`src/rtl/bcd_updown_counter_n.sv`:
```
// Multi-digit cascaded BCD up/down counter with validated parallel load and terminal count.
// Optional define BCD_SATURATE_EN: hold at all-9s / all-0s instead of wrapping.
module bcd_updown_counter_n #(
  parameter int DIGITS = 2
) (
  input  logic                  clk,
  input  logic                  rst_n,
  input  logic                  en,
  input  logic                  up_down,
  input  logic                  load,
  input  logic [4*DIGITS-1:0]   load_val,
  output logic [4*DIGITS-1:0]   bcd_out,
  output logic                  tc,
  output logic                  wrap,
  output logic                  load_err
);

  logic [4*DIGITS-1:0] cnt_q, cnt_d;
  logic                wrap_q, wrap_d;
  logic                load_err_q, load_err_d;

  logic [DIGITS-1:0]   dig_bnd;
  logic [DIGITS-1:0]   low_bnd;
  logic                all_bnd;
  logic                bnd_acc;

  // A digit may only step when every digit below it sits at the direction's boundary.
  always_comb begin
    dig_bnd = '0;
    low_bnd = '0;
    bnd_acc = 1'b1;
    for (int k = 0; k < DIGITS; k++) begin
      if (up_down) begin
        dig_bnd[k] = (cnt_q[4*k +: 4] == 4'd9);
      end else begin
        dig_bnd[k] = (cnt_q[4*k +: 4] == 4'd0);
      end
      low_bnd[k] = bnd_acc;
      bnd_acc    = bnd_acc & dig_bnd[k];
    end
    all_bnd = bnd_acc;
  end

  always_comb begin
    cnt_d      = cnt_q;
    wrap_d     = 1'b0;
    load_err_d = 1'b0;
    if (load) begin
      for (int k = 0; k < DIGITS; k++) begin
        if (load_val[4*k +: 4] > 4'd9) begin
          cnt_d[4*k +: 4] = 4'd0;
          load_err_d      = 1'b1;
        end else begin
          cnt_d[4*k +: 4] = load_val[4*k +: 4];
        end
      end
    end else if (en) begin
`ifdef BCD_SATURATE_EN
      if (!all_bnd) begin
`else
      wrap_d = all_bnd;
      begin
`endif
        for (int k = 0; k < DIGITS; k++) begin
          if (low_bnd[k]) begin
            if (up_down) begin
              cnt_d[4*k +: 4] = (cnt_q[4*k +: 4] == 4'd9) ? 4'd0 : cnt_q[4*k +: 4] + 4'd1;
            end else begin
              cnt_d[4*k +: 4] = (cnt_q[4*k +: 4] == 4'd0) ? 4'd9 : cnt_q[4*k +: 4] - 4'd1;
            end
          end
        end
      end
    end
  end

  always_ff @(posedge clk or negedge rst_n) begin
    if (!rst_n) begin
      cnt_q      <= '0;
      wrap_q     <= 1'b0;
      load_err_q <= 1'b0;
    end else begin
      cnt_q      <= cnt_d;
      wrap_q     <= wrap_d;
      load_err_q <= load_err_d;
    end
  end

  assign bcd_out  = cnt_q;
  assign wrap     = wrap_q;
  assign load_err = load_err_q;
  assign tc       = en & all_bnd;

endmodule

```
`config.mk`:
```
export PLATFORM = sky130hd
export DESIGN_NAME = bcd_updown_counter_n
export DESIGN_NICKNAME = d
export VERILOG_FILES = /design/src/rtl/bcd_updown_counter_n.sv
export SDC_FILE = /design/constraint.sdc
export NUM_CORES = 1
export LEC_CHECK = 0
export ABC_AREA = 1
export BUFFER_PORTS_ARGS = -buffer_cell sky130_fd_sc_hd__buf_2
export CAP_MARGIN = 20
export CORE_ASPECT_RATIO = 1.25
export CORE_UTILIZATION = 24
export DETAILED_ROUTE_END_ITERATION = 7
export HOLD_SLACK_MARGIN = 0.1
export PLACE_DENSITY = 0.57
export SLEW_MARGIN = 20
export SYNTH_ARGS = -nofsm -noshare
export SYNTH_HDL_FRONTEND = slang
export SYNTH_SLANG_ARGS = --single-unit
```
`constraint.sdc`:
```
create_clock -name clk -period 1.2 [get_ports clk]
set_input_delay 0.12 -clock clk [delete_from_list [all_inputs] [get_ports clk]]
set_output_delay 0.12 -clock clk [all_outputs]
set_load 0.02 [all_outputs]
```
Word level (Yosys, flattened, before mapping):

Cells that the tools add are included.

* register bits: 10
* bits in latches: 0
* memory bits (writable): 0
* memory bits (read-only): 0
* bits of input ports: 13
* output and inout port bits: 11
* logic and storage cells: 37
* memories kept: 0

* $add $sub $neg: 4
* multipliers: 0
* divide/modulo/power cells: 0
* order comparisons: 2
* equality and inequality tests: 2
* shift operators: 0
* multiplexer cells: 18
* bitwise logic cells: 2
* reductions and logical operators: 5

Operator list (count)
* $mux W4: 9
* $mux W8: 2
* $add A4 B1 Y4 const B: 2
* $eq A4 B4 Y1 const B: 2
* $gt A4 B4 Y1 const B: 2
* $logic_not A4 Y1: 2
* $sub A4 B1 Y4 const B: 2
* $mux W1: 7
* $reduce_bool A2 Y1: 2
* $and A1 B1 Y1: 2
* $reduce_and A2 Y1: 1

Depth between registers and ports, before layout:

Gate-level depths: netlist of run 1.

* word-level depth: 6
* gate-level depth with buffers: 9

Worst setup path after synthesis of run 1:

No wires, ideal clock.

* kind: reg2out
* from: reg cnt_q[1] (netlist: bcd_out[1])
* to: out tc
* arrival time: 1213 ps
* required time: 1080 ps
* slack: -133 ps
* cell stages (with the launch flop): 6
* path through: dfrtp_1 nor2_2 nand3_2 nand2_1 nand2_2 nor2_1

* word-level cells in the longest chain between the ends: 4
* elaborated cells between the ends (all ways): 5
* those cells by class: 1 x eq/ne; 1 x mux; 2 x bitwise; 1 x reduce/logical

RTL lines
* start: declaration: line 18 `logic [4*DIGITS-1:0] cnt_q, cnt_d;`
* start signal: assignment: line 83 `cnt_q <= cnt_d;`
* $eq A4 B4 Y1 / $logic_not A4 Y1 (equally long branches): line 34, 36
* $mux W1 (*): line 33 `if (up_down) begin`
* $and A1 B1 Y1 (*): line 39 `bnd_acc = bnd_acc & dig_bnd[k];`
* $and A1 B1 Y1 (*): line 92 `assign tc = en & all_bnd;`
* end: declaration: line 13 `output logic tc,`

Every way passes the cells marked *; elsewhere a longest branch is shown, timed or not.

Worst setup path in the final report of run 1:

* from: reg cnt_q[4] (netlist: bcd_out[4])
* to: out tc

Same word-level chain as after synthesis.

==> impl_summary.log, run 1 <==
INFO  metric setup-tns-final = -0.979 ns
INFO  metric global_route_wire_length_before_repair = around 4200 um
INFO  metric fmaxAchievable = 719 MHz
INFO  metric core_region_area = between 3000 and 4000 um^2
INFO  metric ant_nets = 0
INFO  metric number_of_global_route_vias_before_repair = ~990
INFO  metric cell_internal_pwr = ~0.0010 W
INFO  metric finalWirelength = 2650 um
INFO  metric yosysSeqAreaShare = 30.5%
INFO  metric drv.max_cap_violation_count = 0
INFO  metric via_per_inst = 4.88
INFO  metric clockRootBuffer = sky130_fd_sc_hd__clkbuf_8
INFO  metric dp_slack = -0.0286 ns
INFO  metric rsz0062_at_grt = true
INFO  metric power.combinational.fraction = between 50 and 60%
INFO  metric power.leakage = 0.710 nW
INFO  metric wl_per_cell = 11.8 um
INFO  metric critical_path_arrival = roughly 1.3 ns
INFO  metric synthesis.nets = 146
INFO  metric layout.filler_cells = 339
INFO  metric setup_viol = 9
INFO  metric min-delay-path-class = primary input to flip-flop
INFO  metric outcome = finished with violations
INFO  metric slew-limit-headroom = between 70 and 80%
INFO  metric post_synth_inst_count = 133
INFO  metric drt_pass1_iterations = 4
INFO  metric netlist_area = between 800 and 900 um^2
INFO  metric detail_route.drc_violations = 0
INFO  metric tightest_slew = about 0.33 ns
INFO  metric clock_tree.htree_level_count = 1
INFO  metric detailed_place_hpwl = roughly 1800 um
INFO  metric numClockSinks = 10
INFO  metric power.share.sequential = a little over a quarter
INFO  metric clock_power_share = 21.3%
INFO  metric max-clock-path-buffers = 2
INFO  metric pin_count = 24
INFO  metric routed-via-count = 1092
INFO  metric setup_crit_path_kind = flip-flop to output port
INFO  metric final_hold_viol_count = 0
INFO  metric final_layout_size_suffix_gt1_share = 50.3%
INFO  metric grt_util_all_layers = 15.8%
INFO  metric finalCriticalPeriod = 1.39 ns
INFO  metric net-switching-power = 0.000695 W
INFO  metric switching_share = 39.9%
INFO  metric clock_insertion_delay_worst_skew = 0.24 ns
INFO  metric ys_seq_elements = 10
INFO  metric num_rows = 23
INFO  metric pin_count_of_the_biggest_net_entering_global_routing = 13
INFO  metric area_used_by_multi_input_combinational_logic = ~570 um^2
INFO  metric area_growth_from_synthesis_to_layout = 65.4%
INFO  metric count_of_input_and_output_buffers = 23
INFO  metric avgSynthCellArea = between 6 and 7 um^2
INFO  metric cts_buffers = 3
INFO  metric num_antenna_cells = 0
INFO  metric power.density_cell_area = 1280 nW/um^2
INFO  metric area_used_by_sequential_logic_in_the_layout = 258 um^2
INFO  metric endpoint_kind = output port
INFO  metric vdd.ir_drop.worst = 0.722 mV
INFO  metric cp-start-kind = flip-flop
INFO  metric design.die.area = about 3700 um^2
INFO  metric fin_crit_sh = 116%
INFO  metric routabilityCongestion = ~0.75
INFO  metric grt_antenna_before_repair = 0
INFO  metric failed_checks = negative setup slack
INFO  metric initial_core_util = about 25%
INFO  metric drt_first_iter_violations = 23
INFO  metric critPathMaxFanout = 4
INFO  metric layout.nets = 201
INFO  metric grt-ovfl-total = 0
INFO  metric finalWorstSetupSlack = -0.190 ns
INFO  metric maxSlewViolCount = 0
INFO  metric synth_cell_types = 21
INFO  metric die_height = about 67 um
INFO  metric synthesis.yosys.warnings = 0
INFO  metric chipWidth = 54.3 um
INFO  metric cts.clk_slew.worst_paths = 0.05 ns
INFO  metric timing.critical_path.required = 1.08 ns
INFO  metric tritoncts = yes
INFO  metric final.setup_skew = around 0.0005 ns
## power groups by stage
stage / clock network (W) / logic [W] / registers [W]
detailed placement: 0 / 0.000703 / 0.000452
CTS: 0.000377 / 0.000790 / 0.000454
global placement: 0 / 0.000709 / 0.000451
finish: 0.000372 / 0.000914 / 0.000458
global route: 0.000389 / 0.00101 / 0.000465
floorplan: 0 / 0.000327 / 0.000534
## worst max-delay path: stages (launching register included)
cell and delay [ns]:
sky130_fd_sc_hd__dfrtp_2 0.43, sky130_fd_sc_hd__nor2_4 0.14, sky130_fd_sc_hd__nand3_2 0.08, sky130_fd_sc_hd__nand2_2 0.07, sky130_fd_sc_hd__o21ai_2 0.07, sky130_fd_sc_hd__nor2_4 0.11
sky130_fd_sc_hd__buf_6 0.12
## layout make-up
class	count	area share, %
Multi-Input combinational cell	103	42.0
Timing Repair Buffer	52	27.2
Sequential cell	10	19.0
Inverter	18	5.07
Tap cell	37	3.41
Clock buffer	4	3.32
## synthesized netlist by cell type
master                     number  share of area (%)
sky130_fd_sc_hd__a31oi_1        2                1.5
sky130_fd_sc_hd__dfrtp_1       10                 30
sky130_fd_sc_hd__nor4_1         1               0.76
sky130_fd_sc_hd__buf_2          1               0.61
sky130_fd_sc_hd__nand3_1       16                9.8
sky130_fd_sc_hd__inv_2          8                3.7
sky130_fd_sc_hd__nand2_2        2                1.5
sky130_fd_sc_hd__o21ai_0        7                4.3
sky130_fd_sc_hd__buf_6          1                1.4
sky130_fd_sc_hd__nor2_2         3                2.3
sky130_fd_sc_hd__a21oi_1        7                4.3
sky130_fd_sc_hd__o21ai_1        4                2.4
sky130_fd_sc_hd__nor2_1        13                5.9
sky130_fd_sc_hd__o211ai_1       2                1.8
sky130_fd_sc_hd__inv_1          9                4.1
sky130_fd_sc_hd__nand3b_1       1               0.91
sky130_fd_sc_hd__nand4_1        2                1.5
sky130_fd_sc_hd__clkinv_2       1               0.61
sky130_fd_sc_hd__nor3_1         1               0.61
sky130_fd_sc_hd__nand2_1       39                 18
sky130_fd_sc_hd__nand3_2        3                3.7
## metrics by stage
stage	power, W	hold slack [ns]	cell area (um^2)	std cells	util, %
after global routing	0.00186	0.181	1360	224	42.1
final	0.00174	0.150	1360	224	42.1
after CTS	0.00162	0.147	1260	218	39.1
after floorplan	0.000861	-0.176	840	133	-
after detailed placement	0.00115	-0.00480	1100	206	34.0
after global placement	0.00116	-0.00358	1100	206	34.0
## metal layers
layer | vias up | wire, um | GRT usage (%)
met1 | 503 | 1030 | 17.8
met2 | 34 | 1480 | 29.1
met3 | 4 | 98 | 1.35
met5 | - | 0 | 0
met4 | 0 | 38 | 6.73
li1 | 551 | - | -
## placed cells by master (no fill, tap or decap)
cell,instances
sky130_fd_sc_hd__nand3_1,13
sky130_fd_sc_hd__nand3_4,1
sky130_fd_sc_hd__buf_4,24
sky130_fd_sc_hd__nor2_2,3
sky130_fd_sc_hd__nand3_2,5
sky130_fd_sc_hd__dfrtp_1,4
sky130_fd_sc_hd__nand2_2,6
sky130_fd_sc_hd__nand2_4,2
sky130_fd_sc_hd__a31oi_1,2
sky130_fd_sc_hd__nand2_1,33
sky130_fd_sc_hd__a21oi_1,6
sky130_fd_sc_hd__inv_1,7
sky130_fd_sc_hd__inv_2,10
sky130_fd_sc_hd__buf_6,7
sky130_fd_sc_hd__dlygate4sd3_1,1
sky130_fd_sc_hd__clkbuf_1,1
sky130_fd_sc_hd__clkinv_2,1
sky130_fd_sc_hd__nand4_1,2
sky130_fd_sc_hd__clkbuf_8,3
sky130_fd_sc_hd__nor4_1,1
sky130_fd_sc_hd__nor2_1,9
sky130_fd_sc_hd__a21oi_2,1
sky130_fd_sc_hd__nor3_1,1
sky130_fd_sc_hd__o211ai_1,2
sky130_fd_sc_hd__o21ai_0,7
sky130_fd_sc_hd__nand3b_1,1
sky130_fd_sc_hd__o21ai_1,3
sky130_fd_sc_hd__o21ai_2,1
sky130_fd_sc_hd__buf_2,20
sky130_fd_sc_hd__dfrtp_2,6
sky130_fd_sc_hd__nor2_4,4
## sequential cells by signal, indices dropped and copies added (netlist names)
signal    flops
load_err      1
bcd_out       8
wrap          1
## worst paths after layout
kind	start	to	slack, ns	cells after the start
setup / recovery	bcd_out[4]	tc	-0.19	6
hold / removal	load_val[0]	bcd_out[0]	0.15	3
setup reg to reg	bcd_out[3]	bcd_out[7]	-0.14	8
hold reg to reg	bcd_out[2]	bcd_out[2]	0.63	2
max in group asynchronous	rst_n	bcd_out[0]	0.72	2
min in group asynchronous	rst_n	bcd_out[6]	0.27	2
## cell families after synthesis
| kind of cell | after synthesis | synth area share [%] |
|---|---|---|
| buffers and inverters | 20 | 10.4 |
| AOI/OAI and AO/OA | 22 | 14.3 |
| and+or+nand+nor | 81 | 44.8 |
| DFF | 10 | 30.5 |
## repair_timing
action / in CTS / in global routing
buffers inserted: 7 / 6
pin swaps: 10 / 12
setup endpoints to repair: 6 / 10
hold buffers: 1 / 0
hold endpoints to repair: 10 / 0
cloned: 0 / 0
gates resized for setup: 15 / 17
Power figures use the tool's default switching activity.
==> run 2, diff against run 1 <==
- ABC_AREA: 1 -> unset
- CORE_UTILIZATION: 24 -> 48
- CTS_BUF_LIST: unset -> sky130_fd_sc_hd__clkbuf_2
- PLACE_DENSITY: 0.57 -> 0.89
==> run 2 against run 1 <==
Highest routed layer unchanged. Area after synthesis increased by 6.9%. Die area decreased by 45%. Critical path type unchanged. Core utilization increased by 51 points. Sequential cell count unchanged. The run still ends with negative setup slack left. Largest cell class unchanged. Register-to-register slack got worse by 0.27 ns. Combinational power decreased by 7.0%. Clock skew increased by 0.010 ns. Design area increased by 12%. Sequential share of layout area decreased by 1.9 points. Routed wire length increased by 52%. Non-clock buffer count increased by 6. Synthesized cell count decreased by 21%.
==> impl_summary.log, run 2 <==
INFO  metric cts_buffers = 3 (unchanged)
INFO  metric net-switching-power = 0.000641 W (-7.8%)
INFO  metric power.density_cell_area = 988 nW/um^2 (-23%)
INFO  metric synth_compound_area_share = 29.5% (+15 points)
INFO  metric global_route_wire_length_before_repair = 4890 um (+16%)
INFO  metric cell_internal_pwr = 0.000863 W (-18%)
INFO  metric area_used_by_sequential_logic_in_the_layout = 260 um^2 (+0.97%)
INFO  metric synth_cell_types = 43 (+100%)
INFO  metric hold_slack = 0.101 ns (-0.0487 ns)
INFO  metric ant_nets = 0 (unchanged)
INFO  metric layout.nets = 170 (-15%)
INFO  metric grt-ovfl-total = 0 (unchanged)
INFO  metric largest_register_ffs = 8 (unchanged)
INFO  metric max-clock-path-buffers = 2 (unchanged)
INFO  metric cp-start-kind = flip-flop
INFO  metric drt_first_iter_violations = 51 (+120%)
INFO  metric slew-limit-headroom = 42.6% (-35 points)
INFO  metric routabilityCongestion = 0.876 (+16%)
INFO  metric critPathSlowestCell = sky130_fd_sc_hd__dfrtp_2
INFO  metric cts.clk_slew.worst_paths = 0.13 ns (+0.08 ns)
INFO  metric finalWorstSetupSlack = -0.691 ns (-0.501 ns)
INFO  metric ys_seq_elements = 10 (unchanged)
INFO  metric final_hold_viol_count = 0 (unchanged)
INFO  metric synthesis.nets = 118 (-19%)
INFO  metric design.die.area = 2000 um^2 (-45%)
INFO  metric via_per_inst = 6.66 (+37%)
INFO  metric initial_core_util = 53.4% (+28 points)
INFO  metric netlist_area = 877 um^2 (+6.9%)
INFO  metric post_synth_inst_count = 105 (-21%)
INFO  metric instances_no_fill = 174 (-22%)
INFO  metric tightest_slew = 0.855 ns (+0.527 ns)
INFO  metric synth.area.top_cells = sky130_fd_sc_hd__dfrtp_1, sky130_fd_sc_hd__o21ai_0, sky130_fd_sc_hd__xnor2_1
INFO  metric setup.reg_to_reg.worst_slack = -0.41 ns (-0.27 ns)
INFO  metric critical_path_arrival = 1.77 ns (+0.50 ns)
INFO  metric power.combinational.fraction = 56.5% (+4.1 points)
INFO  metric routed-via-count = 1158 (+6.0%)
INFO  metric rsz0062_at_grt = true
INFO  metric placedCellCount = 153 (-26%)
INFO  metric worstPathBufferInverterCount = 1 (unchanged)
INFO  metric setup_crit_path_kind = flip-flop to output port
INFO  metric finalWirelength = 4010 um (+52%)
INFO  metric clock_tree.htree_level_count = 1 (unchanged)
INFO  metric tritoncts = yes
INFO  metric grt_antenna_before_repair = 0 (unchanged)
INFO  metric clock_power_share = 14.9% (-6.4 points)
INFO  metric failed_checks = negative setup slack
INFO  metric synthDominantAreaCellType = sky130_fd_sc_hd__dfrtp_1
INFO  metric chipWidth = 40.2 um (-26%)
INFO  metric number_of_global_route_vias_before_repair = 1049 (+5.6%)
INFO  metric pin_count = 24 (unchanged)
INFO  metric area_growth_from_synthesis_to_layout = 73.6%
INFO  metric final_layout_size_suffix_gt1_share = 60.9% (+11 points)
INFO  metric drt_pass1_iterations = 4 (unchanged)
INFO  metric grt_util_all_layers = 35.1% (+19 points)
INFO  metric fin_crit_sh = 158% (+42 points)
INFO  metric layout.filler_cells = 51 (-85%)
INFO  metric detailed_place_hpwl = 1870 um (+1.6%)
INFO  metric count_of_input_and_output_buffers = 23 (unchanged)
INFO  metric final.setup_skew = 0.0107 ns (+0.0102 ns)
INFO  metric most_frequent_standard_cell_in_the_layout_excluding_fill_and_tap_cells = sky130_fd_sc_hd__buf_2
INFO  metric synthesis.yosys.warnings = 0 (unchanged)
INFO  metric vdd.ir_drop.worst = 0.900 mV (+25%)
INFO  metric maxSlewViolCount = 0 (unchanged)
INFO  metric core_region_area = 1640 um^2 (-49%)
INFO  metric finalCriticalPeriod = 1.89 ns (+0.501 ns)
INFO  metric detail_route.drc_violations = 0 (unchanged)
INFO  metric wl_per_cell = 23.1 um (+95%)
INFO  metric power.share.sequential = 28.6% (+2.3 points)
INFO  metric timing.critical_path.max_delay_family = flip-flops
INFO  metric dp_slack = -0.307 ns (-0.279 ns)
INFO  metric area_used_by_multi_input_combinational_logic = 739 um^2 (+30%)
INFO  metric mostFrequentLayoutCells = sky130_fd_sc_hd__buf_2, sky130_fd_sc_hd__buf_4, sky130_fd_sc_hd__buf_6
INFO  metric pin_count_of_the_biggest_net_entering_global_routing = 11 (-2)
INFO  metric yosys_most_used_dff = sky130_fd_sc_hd__dfrtp_1
INFO  metric num_rows = 16 (-30%)
INFO  metric synth_edf_count = 0 (unchanged)
INFO  metric synth_simple_gate_area_share = 27.0% (-18 points)
INFO  metric num_antenna_cells = 0 (unchanged)
INFO  metric avgSynthCellArea = 8.35 um^2 (+35%)
INFO  metric m1WireLength = 1500 um (+45%)
INFO  metric synthMuxAreaShare = 0% (unchanged)
INFO  metric clock_insertion_delay_worst_skew = 0.29 ns (+0.05 ns)
INFO  metric timing.critical_path.required = 1.08 ns (about the same)
INFO  metric setup_viol = 13 (+4)
INFO  metric min-delay-path-class = primary input to flip-flop
INFO  metric outcome = finished with violations
INFO  metric clockRootBuffer = sky130_fd_sc_hd__clkbuf_2
INFO  metric yosysSeqAreaShare = 28.5% (-2.0 points)
INFO  metric synth_top_family_by_area = compound AO/OA/AOI/OAI gates
INFO  metric power.leakage = 0.644 nW (-9.4%)
INFO  metric top_signal_layer_used = met4
INFO  metric asyncSetResetFlopFracSynth = 100% (unchanged)
INFO  metric ys_top_cells_by_count = sky130_fd_sc_hd__dfrtp_1, sky130_fd_sc_hd__o21ai_0, sky130_fd_sc_hd__nor2_1
INFO  metric synth_xor_area_share = 5.99% (+6.0 points)
INFO  metric drv.max_cap_violation_count = 0 (unchanged)
INFO  metric total_met3_wirelength_after_detailed_routing = 416 um (+320%)
INFO  metric critPathMaxFanout = 2 (-2)
INFO  metric yosys.area.top_type_share = 28.5% (-2.0 points)
INFO  metric route.met2.wl = 1900 um (+28%)
INFO  metric max_stage_delay = 0.43 ns (about the same)
INFO  metric adder_cell_share_of_the_synthesized_area = 0% (unchanged)
INFO  metric die_height = 49.8 um (-26%)
INFO  metric switching_share = 42.6% (+2.7 points)
INFO  metric power.total = 0.00150 W (-14%)
INFO  metric numClockSinks = 10 (unchanged)
INFO  metric endpoint_kind = output port
INFO  metric fmaxAchievable = 529 MHz (-26%)
INFO  metric path_cells = or3_4, a2111oi_4, buf_4
==> run 2: cell count changes after synthesis, moves of 6 or more <==
| cell | change |
|---|---|
| sky130_fd_sc_hd__nand2_1 | -32 |
| sky130_fd_sc_hd__inv_1 | -6 |
| sky130_fd_sc_hd__inv_2 | -8 |
| sky130_fd_sc_hd__nand3_1 | -10 |
==> run 2: stage by stage <==
| step | instance area [um^2] | utilization (%) | TNS, ns |
|---|---|---|---|
| after global routing | 1520 | 92.8 | -4.01 |
| after global placement | 1130 | 68.8 | -1.32 |
| final | 1520 | 92.8 | -3.46 |
| after detailed placement | 1130 | 68.8 | -1.87 |
| after floorplan | 957 | - | -1.95 |
| after CTS | 1400 | 85.2 | -2.74 |
==> run 2: area by class of cell <==
type	count	area share (%)
clock buffer	3	0.986
clock inverter	1	0.247
inverter	3	0.740
multi-input combinational	81	48.6
sequential	10	17.1
tap	18	1.48
timing repair buffer	58	30.9
==> run 2: routing by layer <==
layer  up-vias  global-route usage [%]
met5         -                       0
met4         0                    10.0
met3        27                    7.66
met2        98                    55.1
met1       547                    47.1
li1        486                       -
==> run 2: power by group through the flow <==
stage | clock [W] | sequential (W) | combinational, W
after floorplan | 0 | 0.000462 | 0.000336
after global routing | 0.000238 | 0.000431 | 0.000886
after detailed placement | 0 | 0.000426 | 0.000529
after CTS | 0.000201 | 0.000417 | 0.000720
after global placement | 0 | 0.000420 | 0.000500
final | 0.000224 | 0.000430 | 0.000850
==> run 2: worst paths after layout <==
path	start	to	depth (start not counted)
setup / recovery	bcd_out[7]	tc	3
hold / removal	load_val[3]	bcd_out[3]	2
setup reg to reg	bcd_out[7]	wrap	4
hold reg to reg	bcd_out[5]	bcd_out[6]	3
max in group asynchronous	rst_n	bcd_out[6]	2
min in group asynchronous	rst_n	bcd_out[7]	2
==> run 2: logic make-up after synthesis <==
logic type | after synthesis
AO/OA/AOI/OAI | 34
XOR/XNOR | 6
buffers and inverters | 14
flip-flops | 10
AND/OR/NAND/NOR | 41
==> run 2: repair_timing <==
| action | in CTS | in global routing |
|---|---|---|
| pin swaps | 18 | 19 |
| endpoints found under the setup margin | 9 | 14 |
| setup buffers | 10 | 9 |
| gates resized for setup | 34 | 24 |
| hold buffers | 3 | 0 |
| hold endpoints to repair | 12 | 0 |
==> run 3, diff against run 2 <==
- CORE_UTILIZATION: 48 -> 46
- CTS_BUF_LIST: sky130_fd_sc_hd__clkbuf_2 -> unset
- PLACE_DENSITY: 0.89 -> 0.86
==> run 3 against run 2 <==
The flow still finishes with violations (negative setup slack). Core utilization fell by 16 points. Combinational power fell by 18%. Die area rose by 4.1%. Sequential share of layout area rose by 1.8 points. Sequential cell count did not move. Clock power rose by 41%. Fmax rose by 12%.
==> impl_summary.log, run 3 (synthesized netlist as in run 2, its figures left out) <==
INFO  metric mostFrequentLayoutCells = sky130_fd_sc_hd__buf_2, sky130_fd_sc_hd__buf_6, sky130_fd_sc_hd__buf_4
INFO  metric ant_nets = 0 (unchanged)
INFO  metric vdd.ir_drop.worst = 0.782 mV (-13%)
INFO  metric grt-ovfl-total = 0 (unchanged)
INFO  metric maxSlewViolCount = 0 (unchanged)
INFO  metric slew-limit-headroom = 57.4% (+15 points)
INFO  metric design.die.area = 2090 um^2 (+4.1%)
INFO  metric power.density_cell_area = 1040 nW/um^2 (+5.5%)
INFO  metric die_height = 50.8 um (+2.1%)
INFO  metric setup_viol = 12 (-1)
INFO  metric numClockSinks = 10 (unchanged)
INFO  metric most_frequent_standard_cell_in_the_layout_excluding_fill_and_tap_cells = sky130_fd_sc_hd__buf_2
INFO  metric grt.busiest_layer = met2
INFO  metric fmaxAchievable = 590 MHz (+12%)
INFO  metric pin_count = 24 (unchanged)
INFO  metric fin_crit_sh = 141% (-16 points)
INFO  metric area_used_by_sequential_logic_in_the_layout = 260 um^2 (unchanged)
INFO  metric finalWirelength = 2750 um (-32%)
INFO  metric via_per_inst = 5.81 (-13%)
INFO  metric layout.core_utilization = 77.0% (-16 points)
INFO  metric endpoint_kind = output port
INFO  metric setup_crit_path_kind = flip-flop to output port
INFO  metric final_hold_viol_count = 0 (unchanged)
INFO  metric drv.max_cap_violation_count = 0 (unchanged)
INFO  metric num_rows = 17 (+1)
INFO  metric count_of_input_and_output_buffers = 23 (unchanged)
INFO  metric grt_use_met1 = 27.7% (-19 points)
INFO  metric failed_checks = negative setup slack
INFO  metric area_used_by_multi_input_combinational_logic = 657 um^2 (-11%)
INFO  metric finalWorstSetupSlack = -0.494 ns (+0.197 ns)
INFO  metric num_antenna_cells = 0 (unchanged)
INFO  metric grt_antenna_before_repair = 0 (unchanged)
INFO  metric number_of_global_route_vias_before_repair = 982 (-6.4%)
INFO  metric drt_pass1_iterations = 4 (unchanged)
INFO  metric cp-start-kind = flip-flop
INFO  metric wl_per_cell = 16.5 um (-28%)
INFO  metric final_layout_size_suffix_gt1_share = 52.4% (-8.5 points)
INFO  metric power.total = 0.00143 W (-4.7%)
INFO  metric chipWidth = 41.1 um (+2.0%)
INFO  metric layout.nets = 161 (-5.3%)
INFO  metric tightest_slew = 0.635 ns (-0.220 ns)
INFO  metric clock_insertion_delay_worst_skew = 0.27 ns (-0.02 ns)
INFO  metric power.leakage = 0.586 nW (-8.9%)
INFO  metric tritoncts = yes
INFO  metric layout.filler_cells = 117 (+130%)
INFO  metric area_growth_from_synthesis_to_layout = 56.8%
INFO  metric max-clock-path-buffers = 2 (unchanged)
INFO  metric cts_buffers = 3 (unchanged)
INFO  metric met2_resource_use_gr = 55.7% (+0.62 points)
INFO  metric placedCellCount = 150 (-2.0%)
INFO  metric pin_count_of_the_biggest_net_entering_global_routing = 11 (unchanged)
INFO  metric routed-via-count = 964 (-17%)
INFO  metric largest_register_ffs = 8 (unchanged)
INFO  metric instances_no_fill = 166 (-4.6%)
INFO  metric outcome = finished with violations
INFO  metric drt_first_iter_violations = 14 (-73%)
INFO  metric finish.instance_area = 1380 um^2 (-9.7%)
INFO  metric grt_util_all_layers = 28.9% (-6.2 points)
INFO  metric clock_tree.htree_level_count = 1 (unchanged)
INFO  metric hold_slack = 0.106 ns (+0.00454 ns)
INFO  metric rsz0062_at_grt = true
INFO  metric cts.clk_slew.worst_paths = 0.07 ns (-0.06 ns)
INFO  metric placement.cell_area = 1100 um^2 (-2.6%)
INFO  metric initial_core_util = 49.1% (-4.3 points)
INFO  metric timing.critical_path.required = 1.08 ns (about the same)
INFO  metric detail_route.drc_violations = 0 (unchanged)
INFO  metric finalCriticalPeriod = 1.69 ns (-0.197 ns)
INFO  metric met3_usage = 3.48% (-4.2 points)
INFO  metric min-delay-path-class = primary input to flip-flop
INFO  metric final.setup_skew = 0.00101 ns (-0.00967 ns)
INFO  metric routabilityCongestion = 0.758 (-14%)
INFO  metric critical_path_arrival = 1.57 ns (-0.20 ns)
INFO  metric core_region_area = 1790 um^2 (+8.8%)
INFO  metric detailed_place_hpwl = 1760 um (-5.9%)
INFO  metric global_route_wire_length_before_repair = 4100 um (-16%)
INFO  metric clockRootBuffer = sky130_fd_sc_hd__clkbuf_4
INFO  metric critPathMaxFanout = 2 (unchanged)
-- run 3: cell types whose count changed in the layout (fill, tap and decap cells not counted), sizes merged --
cell	change
clkbuf	+1
buf	-8
clkinv	-1
dlygate4sd3	-1
-- run 3: layout make-up --
type                    count  share of cell area, %
multi-input cells          81                   47.8
inverters                   3                  0.819
repair buffers             49                   28.1
clock buffers               4                   2.64
well taps                  19                   1.73
flip-flops and latches     10                   18.9
-- run 3: metrics by stage --
| step | setup TNS (ns) | worst slack, ns |
|---|---|---|
| 6_report | -2.10 | -0.494 |
| 3_3_place_gp | -1.22 | -0.190 |
| 4_1_cts | -2.02 | -0.498 |
| 5_1_grt | -2.72 | -0.556 |
| 2_1_floorplan | -1.95 | -0.468 |
| 3_5_place_dp | -1.56 | -0.282 |
-- run 3: worst paths after layout --
path	startpoint	endpoint	slack [ns]	cells after the start
min in group asynchronous	rst_n	bcd_out[3]	0.23	2
max	bcd_out[7]	tc	-0.49	3
max in group asynchronous	rst_n	bcd_out[7]	0.75	2
min	load_val[4]	bcd_out[4]	0.11	3
max reg2reg	bcd_out[4]	bcd_out[5]	-0.24	5
min reg2reg	bcd_out[7]	wrap	0.76	3
-- run 3: worst max-delay path: stages, from the launching register on --
cell	delay, ns
sky130_fd_sc_hd__dfrtp_2	0.41
sky130_fd_sc_hd__or3_4	0.39
sky130_fd_sc_hd__a2111oi_4	0.31
sky130_fd_sc_hd__buf_4	0.20
-- run 3: repair_timing --
action,4_1_cts,5_1_grt
gates cloned,1,0
setup endpoints to repair,9,12
endpoints found under the hold margin,11,0
setup buffers,7,5
gates resized for setup,22,22
hold buffers,2,0
pin swaps,7,13
-- run 3: report_power, final --
group | total (W) | switching (W) | internal, W
sequential | 0.000424 | 0.0000473 | 0.000377
clock | 0.000315 | 0.000131 | 0.000184
combinational | 0.000695 | 0.000350 | 0.000345
total | 0.00143 | 0.000528 | 0.000906
-- run 3: per-layer routing --
layer / share of wire (%) / wire (um) / up-vias
met1: 38 / 1040 / 460
met5: 0 / 0 / -
met3: 2.2 / 61 / 2
met2: 59 / 1620 / 27
li1: - / - / 475
met4: 0.98 / 27 / 0
